--- src/rtl/rotate_scan_ctrl_pkg.sv ---
// Shared constants and types for the small-image rotation path.
// Used by the scan sequencer, rotate datapath and frame-buffer arbiter.
package rotate_pkg;

    localparam int IMG_W  = 107;
    localparam int IMG_H  = 80;
    localparam int ADDR_W = 17;
    localparam int HCNT_W = 11;
    localparam int VCNT_W = 10;

    typedef enum logic [1:0] {
        ST_IDLE  = 2'd0,
        ST_SCAN  = 2'd1,
        ST_DRAIN = 2'd2,
        ST_DONE  = 2'd3
    } state_e;

    typedef struct packed {
        logic              valid;
        logic [HCNT_W-1:0] h;
        logic [VCNT_W-1:0] v;
    } coord_t;

endpackage

--- src/rtl/rotate_scan_ctrl_if.sv ---
// Control/status bundle between the top-level FSM, arbiter and scan sequencer.
// The sequencer takes the master side; its environment takes the slave side.
interface rotate_scan_if;

    logic                         start_in;
    logic                         abort_in;
    logic                         stall_in;
    logic [rotate_pkg::ADDR_W-1:0] src_addr_out;
    logic [rotate_pkg::HCNT_W-1:0] hcount_out;
    logic [rotate_pkg::VCNT_W-1:0] vcount_out;
    logic                         data_valid_out;
    logic                         busy_out;
    logic                         done_out;

    modport master (
        input  start_in, abort_in, stall_in,
        output src_addr_out, hcount_out, vcount_out,
        output data_valid_out, busy_out, done_out
    );

    modport slave (
        output start_in, abort_in, stall_in,
        input  src_addr_out, hcount_out, vcount_out,
        input  data_valid_out, busy_out, done_out
    );

endinterface

--- src/rtl/rotate_scan_ctrl_coord_delay.sv ---
// Shift register that carries {valid, h, v} alongside the BRAM read latency.
// A synchronous clear drops every in-flight entry on abort or reset.
module coord_delay
    import rotate_pkg::*;
#(
    parameter int DEPTH = 2
) (
    input  logic   clk_i,
    input  logic   rst_ni,
    input  logic   clr_i,
    input  coord_t coord_i,
    output coord_t coord_o
);

    coord_t pipe_q [DEPTH];

    always_ff @(posedge clk_i) begin
        if (!rst_ni || clr_i) begin
            for (int i = 0; i < DEPTH; i++) begin
                pipe_q[i] <= '0;
            end
        end else begin
            pipe_q[0] <= coord_i;
            for (int i = 1; i < DEPTH; i++) begin
                pipe_q[i] <= pipe_q[i-1];
            end
        end
    end

    assign coord_o = pipe_q[DEPTH-1];

endmodule

--- src/rtl/rotate_scan_ctrl.sv ---
// Raster-scan sequencer for the rotation path: issues source BRAM addresses,
// aligns coordinates with the read data, drains the datapath, pulses done.
module rotate_scan_ctrl #(
    parameter int IMG_W    = rotate_pkg::IMG_W,
    parameter int IMG_H    = rotate_pkg::IMG_H,
    parameter int SRC_LAT  = 2,
    parameter int PIPE_LAT = 2
) (
    input logic           clk_in,
    input logic           rst_in,
    rotate_scan_if.master bus
);

    import rotate_pkg::state_e;
    import rotate_pkg::coord_t;
    import rotate_pkg::ST_IDLE;
    import rotate_pkg::ST_SCAN;
    import rotate_pkg::ST_DRAIN;
    import rotate_pkg::ST_DONE;

    localparam int AW = rotate_pkg::ADDR_W;
    localparam int HW = rotate_pkg::HCNT_W;
    localparam int VW = rotate_pkg::VCNT_W;
    localparam int CW = 8;
    localparam logic [CW-1:0] DRAIN_LOAD = CW'(SRC_LAT + PIPE_LAT);

    state_e        state_q, state_d;
    logic [HW-1:0] h_q, h_d;
    logic [VW-1:0] v_q, v_d;
    logic [AW-1:0] addr_q, addr_d;
    logic [CW-1:0] cnt_q, cnt_d;
    logic          busy_q, done_q;
    logic          issue, last_h, last_v;
    coord_t        coord_in, coord_out;

    assign last_h = (h_q == HW'(IMG_W - 1));
    assign last_v = (v_q == VW'(IMG_H - 1));
    assign issue  = (state_q == ST_SCAN) && !bus.stall_in;

    always_comb begin
        state_d = state_q;
        h_d     = h_q;
        v_d     = v_q;
        addr_d  = addr_q;
        cnt_d   = cnt_q;
        case (state_q)
            ST_IDLE: begin
                if (bus.start_in) begin
                    state_d = ST_SCAN;
                    h_d     = '0;
                    v_d     = '0;
                    addr_d  = '0;
                end
            end
            ST_SCAN: begin
                if (issue) begin
                    if (last_h && last_v) begin
                        state_d = ST_DRAIN;
                        cnt_d   = DRAIN_LOAD;
                    end else begin
                        // Raster order keeps the address contiguous.
                        addr_d = addr_q + AW'(1);
                        if (last_h) begin
                            h_d = '0;
                            v_d = v_q + VW'(1);
                        end else begin
                            h_d = h_q + HW'(1);
                        end
                    end
                end
            end
            ST_DRAIN: begin
                cnt_d = cnt_q - CW'(1);
                if (cnt_q == CW'(1)) begin
                    state_d = ST_DONE;
                end
            end
            ST_DONE: begin
                state_d = ST_IDLE;
            end
            default: begin
                state_d = ST_IDLE;
            end
        endcase
        if (bus.abort_in) begin
            state_d = ST_IDLE;
        end
    end

    always_ff @(posedge clk_in) begin
        if (!rst_in) begin
            state_q <= ST_IDLE;
            h_q     <= '0;
            v_q     <= '0;
            addr_q  <= '0;
            cnt_q   <= '0;
            busy_q  <= 1'b0;
            done_q  <= 1'b0;
        end else begin
            state_q <= state_d;
            h_q     <= h_d;
            v_q     <= v_d;
            addr_q  <= addr_d;
            cnt_q   <= cnt_d;
            busy_q  <= (state_d == ST_SCAN) || (state_d == ST_DRAIN);
            done_q  <= (state_d == ST_DONE);
        end
    end

    assign coord_in.valid = issue;
    assign coord_in.h     = h_q;
    assign coord_in.v     = v_q;

    coord_delay #(
        .DEPTH (SRC_LAT)
    ) u_coord_delay (
        .clk_i   (clk_in),
        .rst_ni  (rst_in),
        .clr_i   (bus.abort_in),
        .coord_i (coord_in),
        .coord_o (coord_out)
    );

    assign bus.src_addr_out   = addr_q;
    assign bus.hcount_out     = coord_out.h;
    assign bus.vcount_out     = coord_out.v;
    assign bus.data_valid_out = coord_out.valid;
    assign bus.busy_out       = busy_q;
    assign bus.done_out       = done_q;

endmodule

--- src/flat_wrapper.sv ---
// flat-port wrapper written by rule: the top's interface ports become plain ports
module rotate_scan_ctrl_flat import rotate_pkg::state_e; import rotate_pkg::coord_t; import rotate_pkg::ST_IDLE; import rotate_pkg::ST_SCAN; import rotate_pkg::ST_DRAIN; import rotate_pkg::ST_DONE;
#(
    parameter int IMG_W    = rotate_pkg::IMG_W,
    parameter int IMG_H    = rotate_pkg::IMG_H,
    parameter int SRC_LAT  = 2,
    parameter int PIPE_LAT = 2
)
  (clk_in, rst_in, bus_start_in, bus_abort_in, bus_stall_in, bus_src_addr_out, bus_hcount_out, bus_vcount_out, bus_data_valid_out, bus_busy_out, bus_done_out);
  rotate_scan_if bus_i ();
  input logic clk_in;
  input logic rst_in;
  input wire logic [$bits(bus_i.start_in)-1:0] bus_start_in;
  input wire logic [$bits(bus_i.abort_in)-1:0] bus_abort_in;
  input wire logic [$bits(bus_i.stall_in)-1:0] bus_stall_in;
  output wire logic [$bits(bus_i.src_addr_out)-1:0] bus_src_addr_out;
  output wire logic [$bits(bus_i.hcount_out)-1:0] bus_hcount_out;
  output wire logic [$bits(bus_i.vcount_out)-1:0] bus_vcount_out;
  output wire logic [$bits(bus_i.data_valid_out)-1:0] bus_data_valid_out;
  output wire logic [$bits(bus_i.busy_out)-1:0] bus_busy_out;
  output wire logic [$bits(bus_i.done_out)-1:0] bus_done_out;
  assign bus_i.start_in = bus_start_in;
  assign bus_i.abort_in = bus_abort_in;
  assign bus_i.stall_in = bus_stall_in;
  assign bus_src_addr_out = bus_i.src_addr_out;
  assign bus_hcount_out = bus_i.hcount_out;
  assign bus_vcount_out = bus_i.vcount_out;
  assign bus_data_valid_out = bus_i.data_valid_out;
  assign bus_busy_out = bus_i.busy_out;
  assign bus_done_out = bus_i.done_out;
  rotate_scan_ctrl #(.IMG_W(IMG_W), .IMG_H(IMG_H), .SRC_LAT(SRC_LAT), .PIPE_LAT(PIPE_LAT)) u_core (.clk_in(clk_in), .rst_in(rst_in), .bus(bus_i));
endmodule
--- config.mk ---
export PLATFORM = sky130hd
export DESIGN_NAME = rotate_scan_ctrl_flat
export DESIGN_NICKNAME = d
export VERILOG_FILES = /design/src/rtl/rotate_scan_ctrl_pkg.sv /design/src/rtl/rotate_scan_ctrl_if.sv /design/src/rtl/rotate_scan_ctrl_coord_delay.sv /design/src/rtl/rotate_scan_ctrl.sv /design/src/flat_wrapper.sv
export SDC_FILE = /design/constraint.sdc
export NUM_CORES = 1
export LEC_CHECK = 0
export CORE_MARGIN = 4
export CORE_UTILIZATION = 30
export CTS_CLUSTER_SIZE = 8
export DETAILED_ROUTE_END_ITERATION = 12
export DONT_BUFFER_PORTS = 1
export GPL_TIMING_DRIVEN = 1
export SYNTH_ARGS = -nofsm -noshare
export SYNTH_HDL_FRONTEND = slang
export SYNTH_SLANG_ARGS = --single-unit
export TNS_END_PERCENT = 100
--- constraint.sdc ---
create_clock -name clk_in -period 3 [get_ports clk_in]
set_input_delay 0.6 -clock clk_in [delete_from_list [all_inputs] [get_ports clk_in]]
set_output_delay 0.6 -clock clk_in [all_outputs]
set_load 0.02 [all_outputs]
* Word level (Yosys, flattened, before mapping) *
Memories as Yosys holds them, arrays and structs flattened.
Cells that the tools add are included.

cells by class
  $add $sub $neg = 4
  equality and inequality tests = 14
  muxes and demuxes = 28
  bitwise gates (word level) = 2
  reductions and logical operators = 12

operators by type and width
  operator               count
  $mux 17                3
  $mux 11                4
  $mux 22                2
  $mux 10                4
  $pmux 17 s2            1
  $pmux 11 s2            1
  $pmux 10 s2            1
  $add 17x1->17 const B  1
  $mux 8                 2
  $pmux 8 s2             1
  $add 11x1->11 const B  1
  $eq 11x7->1 const B    1
  $add 10x1->10 const B  1
  $eq 10x7->1 const B    1
  $mux 2                 5
  $eq 2x2->1 const B     4
  $eq 8x1->1 const B     1
  $pmux 2 s4             1
  $sub 8x1->8 const B    1
  $ne 2x2->1 const B     3
  $reduce_and 5->1       1
  $eq 2x1->1 const B     2
  $ne 2x1->1 const B     2
  $reduce_and 4->1       1
  other kinds (8)        15

word-level totals
  register bits = 50
  bits in writable memories = 44
  bits of input ports = 5
  output and inout bits = 41
  word-level logic and storage cells = 68
  memories kept = 1

memories
  name                         words  bits a word  read ports  clocked after memory_dff  wr ports  line                                RTL
  u_core.u_coord_delay.pipe_q  2      22           2           0                         2         rotate_scan_ctrl_coord_delay.sv:15  coord_t pipe_q [DEPTH];

* Logic depth before layout (Yosys ltp) *
  depth after elaboration = 8
  depth in mapped cells = 10
  depth with buffers taken out = 9

* Hierarchy *
Synthesis repeated with hierarchy kept, for this count alone.

unflattened totals
  cell total of the unflattened synthesis = 404
  area, all modules = 4020.1 um^2

modules (own cells, without submodules)
  module            times used  cells an instance  area an instance (um^2)  seq. area each (um^2)
  rotate_scan_ctrl  1           286                2493.6                   1001.0
  coord_delay       1           118                1526.5                   880.8

* Worst setup path before layout *
OpenSTA, ideal clock, no wires.

  kind = reg-to-reg
  start = register u_core.h_q[2]
  end = register u_core.busy_q (netlist: u_core.bus.busy_out)
  library setup time = 115 ps
  arrival time = 2108 ps
  required time = 2885 ps
  path slack = 777 ps
  stages on the path, launching flop included = 7
  buffers on the path = 0
  period minus slack after synthesis = 2223 ps
  path through = dfxtp_1 -> or4b_2 -> o41a_1 -> nor3_1 -> nor3_1 -> ha_1 -> and2_1

on the way
  longest elaborated chain between the ends = 8
  elaborated cells between the ends (all ways) = 9
  classes of those cells = 3 x eq/ne; 4 x mux; 2 x reduce/logical

ends and longest elaborated chain
  what                                      line                     RTL
  start, declared                           rotate_scan_ctrl.sv:28   logic [HW-1:0] h_q, h_d;
  start signal, assigned                    rotate_scan_ctrl.sv:93   h_q <= '0;
  start signal, assigned                    rotate_scan_ctrl.sv:101  h_q <= h_d;
  $eq 11x7->1 (*)                           rotate_scan_ctrl.sv:36   assign last_h = (h_q == HW'(IMG_W - 1));
  $logic_and 1x1->1 (*)                     rotate_scan_ctrl.sv:57   if (last_h && last_v) begin
  $mux 2 (*)                                rotate_scan_ctrl.sv:57
  $mux 2 (*)                                rotate_scan_ctrl.sv:56   if (issue) begin
  $pmux 2 s4 (*)                            rotate_scan_ctrl.sv:46   case (state_q)
  $mux 2 (*)                                rotate_scan_ctrl.sv:85   if (bus.abort_in) begin
  net u_core.state_d[0]                     rotate_scan_ctrl.sv:27   state_e state_q, state_d;
  $eq 2x1->1 or $eq 2x2->1 (tied branches)  rotate_scan_ctrl.sv:105  busy_q <= (state_d == ST_SCAN) || (state_d == ST_DRAIN);
  $logic_or 1x1->1 (*)                      rotate_scan_ctrl.sv:105
  end signal, assigned                      rotate_scan_ctrl.sv:105
  end, declared                             rotate_scan_ctrl.sv:32   logic busy_q, done_q;

Mark *: on every way through the listed nets, which the timed path passes. The rest lies on a longest branch.
A chain may end at the register's enable or synchronous reset.

* Final worst setup path *
  start = register u_core.state_q[1]
  end = register u_core.addr_q[9] (netlist: u_core.bus.src_addr_out[9])

on the way
  longest elaborated chain between the ends = 4
  elaborated cells between the ends (all ways) = 9
  classes of those cells = 4 x eq/ne; 1 x mux; 4 x reduce/logical

ends and longest elaborated chain
  what                        line                                            RTL
  start, declared             rotate_scan_ctrl.sv:27
  start signal, assigned      rotate_scan_ctrl.sv:100                         state_q <= state_d;
  $eq 2x1->1                  rotate_scan_ctrl.sv:38, rotate_scan_ctrl.sv:46
  $logic_and 1x1->1           rotate_scan_ctrl.sv:38                          assign issue = (state_q == ST_SCAN) && !bus.stall_in;
  $ne 2x1->1 (no line)        --
  $reduce_and 4->1 (no line)  --
  end signal, assigned        rotate_scan_ctrl.sv:103                         addr_q <= addr_d;
  end, declared               rotate_scan_ctrl.sv:30                          logic [AW-1:0] addr_q, addr_d;

Parallel ways exist; a longest one is shown, timed or not.

==> reports/qor.yml <==
status: "finished clean"
synth_fp_nets: 447
row_count: 41
drive_gt1_share_pct: 8.15
grt_max_degree: 40
globalplace.congestion: 0.824
htree_levels: 3
cts_tree: "done"
reg2reg_to: "u_core.bus.src_addr_out[9]"
final_cells: 589
worst_r2r_startpoint: "u_core.state_q[1]"
die_w_um: 123
ff2ff_setup_slack_ns: 0.35
path_class: "flop to flop"
dpl.hpwl_um: 5740
antennaDiodeCount: 0
p_switching_mw: 0.573
dp_slack_ns: 0.414
cts_root_buffer: "clkbuf_16"
coreArea_um2: 12800
synthCells: 431
whs_path_depth: 1
required_ns: 3.27
swShare_pct: 22.8
relSlewSlack_pct: 39.4
cts_resized: 0
endpoint_kind: "flop"
io_buffers: 0
pwr-share-comb_pct: 3.7
pin_count: 46
grt_pass1_wl_um: 13700
final_max_slew_viol_count: 0
vdd_drop_max_v: 0.000350
cp_max_fo: 14
worstMarginPinSlew_ns: 0.906
clock_latency_ns: 0.34
clock-sinks: 94
hp-class: "primary input to flop"
die_height_um: 123
cts_buffers: 9
grt_usage_pct: 11.5
skew_ns: 0.00819
ant_nets: 0
grt_overflow: 0
start_util_pct: 30.9
post_drt_wl_per_cell_um: 13.5
leakage_nw: 1.51
avgSynthCellArea_um2: 9.16
netlist_area_um2: 3950
final_util_pct: 33.5
hold_viol: 0
finalWorstSetupSlack_ns: 0.354
fmax_mhz: 378
ys_seq_area_share_pct: 47.7
period_share_pct: 88.2
p_seq_share_pct: 50.2
period_needed_ns: 2.65
setup_viol: 0
grt_pass1_vias: 2824
worstSetupStartpointType: "flop"
wirelength_um: 7960
first_pass_iters: 4
initialDrtViolationCount: 219
crit_path_start: "u_core.state_q[1]"
syn2layout_area_growth_pct: 8.56
min_to: "u_core.bus.busy_out"
viasPerCell: 4.82
dp.cells: 573
dieArea_um2: 15100
rsz0062_at_grt: "false"
ys_warn_count: 0
maxCapViolations: 0
via_count: 2841
fillers: 1278
drc: 0
power.density_nw_per_um2: 587
cts_hold_buffers: 0
min_from: "rst_in"
clk_pin_slew_ns: 0.07
fin_total_pwr_mw: 2.51
ys_ff_latch: 94
postCtsSetupBuffers: 0
yosysUniqueCellTypes: 55
internal-power_mw: 1.94
critical_path_arrival_ns: 2.91
cts_buffer_depth: 2
clockPowerShare_pct: 46.1
nets: 428
reg2regPathDepth: 7
setup_tns_ns: 0
antenna_found_initial: 0
## critical path, stage by stage, from the launching register on
cell and delay (ns):
dfxtp_1 0.39, inv_1 0.09, ha_1 0.31, nand2b_1 0.24, a21oi_2 0.34, o2111ai_1 0.49, or4_1 0.55, a21oi_1 0.16
## registers in the layout, indices dropped and copies added, names as in the netlist
name                         count
u_core.bus.busy_out              1
u_core.bus.done_out              1
u_core.bus.src_addr_out         17
u_core.cnt_q                     8
u_core.h_q                      11
u_core.state_q                   2
u_core.u_coord_delay.pipe_q     44
u_core.v_q                      10
## metal layers
layer	GRT usage (%)	part of all wire, %	up-vias
met1	14.0	45	1324
met4	5.25	1.2	0
met3	4.38	8.0	9
li1	-	-	1443
met5	0	0	-
met2	18.0	46	65
## worst max path at each step
stage / end / slack (ns)
global placement: u_core.bus.src_addr_out[16] / 0.53
CTS: u_core.bus.src_addr_out[9] / 0.38
finish: u_core.bus.src_addr_out[9] / 0.35
floorplan: u_core.bus.busy_out / 0.78
detailed placement: u_core.bus.src_addr_out[9] / 0.41
global route: u_core.bus.src_addr_out[9] / 0.09
## synth_stat cells (all sizes together)
cell | instances | share of area [%]
xor2 | 7 | 1.6
o32ai | 1 | 0.22
o21ai | 20 | 2.5
xnor2 | 6 | 1.3
mux2i | 2 | 0.51
a21boi | 1 | 0.19
buf | 23 | 4.4
a21oi | 28 | 3.6
dfxtp | 94 | 48
ha | 11 | 3.5
or4 | 9 | 1.8
o31ai | 8 | 1.5
nor3 | 11 | 1.4
a31o | 1 | 0.22
nand2b | 4 | 0.63
o31a | 3 | 0.67
nor4b | 2 | 0.98
a2111o | 1 | 0.29
inv | 18 | 1.7
o41ai | 1 | 0.22
or4b | 1 | 0.25
nand3 | 15 | 1.9
o21a | 4 | 0.76
nor2 | 30 | 2.9
o211ai | 2 | 0.38
and4bb | 1 | 0.32
o2111ai | 3 | 0.67
nand3b | 1 | 0.19
nor2b | 2 | 0.32
a21o | 1 | 0.19
clkbuf | 12 | 1.2
or3 | 13 | 2.1
nand4 | 10 | 1.7
nor4 | 3 | 0.48
o41a | 1 | 0.29
and4 | 2 | 0.48
and3 | 4 | 0.67
a31oi | 2 | 0.32
and2 | 42 | 6.7
nand4b | 1 | 0.22
o311a | 1 | 0.25
nand2 | 29 | 2.8
## power groups by stage
stage,registers (mW),logic [mW],clock network (mW)
2_1_floorplan,1.29,0.0702,0
3_3_place_gp,1.29,0.0927,0
3_5_place_dp,1.29,0.0944,0
4_1_cts,1.26,0.0949,1.19
5_1_grt,1.26,0.108,1.25
6_report,1.26,0.0939,1.16
## cells by family (layout without fill, tap and decap cells)
group                      Yosys count  in the layout  share of synthesized area, %
AOI/OAI and AO/OA                   78             78                          12.4
xor gates and xnor gates            13             13                          2.88
adders and majority gates           11             11                          3.49
buffers and inverters               53             39                          7.29
DFF                                 94             94                          47.7
muxes                                2              2                         0.507
and+or+nand+nor                    180            180                          25.8
## metrics by stage
| step | hold slack (ns) | instance area [um2] |
|---|---|---|
| floorplan | 0.406 | 3950 |
| global placement | 0.411 | 3980 |
| detailed placement | 0.414 | 3980 |
| CTS | 0.370 | 4290 |
| global route | 0.367 | 4290 |
| finish | 0.377 | 4290 |
## area by class of cell
type | count | area (um2) | share of cell area, %
clock inverter | 7 | 80.1 | 1.87
clock buffer | 9 | 225 | 5.26
tap | 172 | 215 | 5.02
timing repair buffer | 5 | 37.5 | 0.876
inverter | 18 | 67.6 | 1.58
multi-input combinational | 284 | 1780 | 41.5
sequential | 94 | 1880 | 43.9
## cells in the final DEF (no fill, tap or decap), types with 11 or more instances in the layout
master / count
and2_1: 41
ha_1: 11
inv_1: 18
a21oi_1: 27
dfxtp_1: 94
nand2_1: 29
nor2_1: 30
nor3_1: 11
o21ai_0: 17
nand3_1: 15
or3_1: 12
Power figures use the tool's default switching activity.
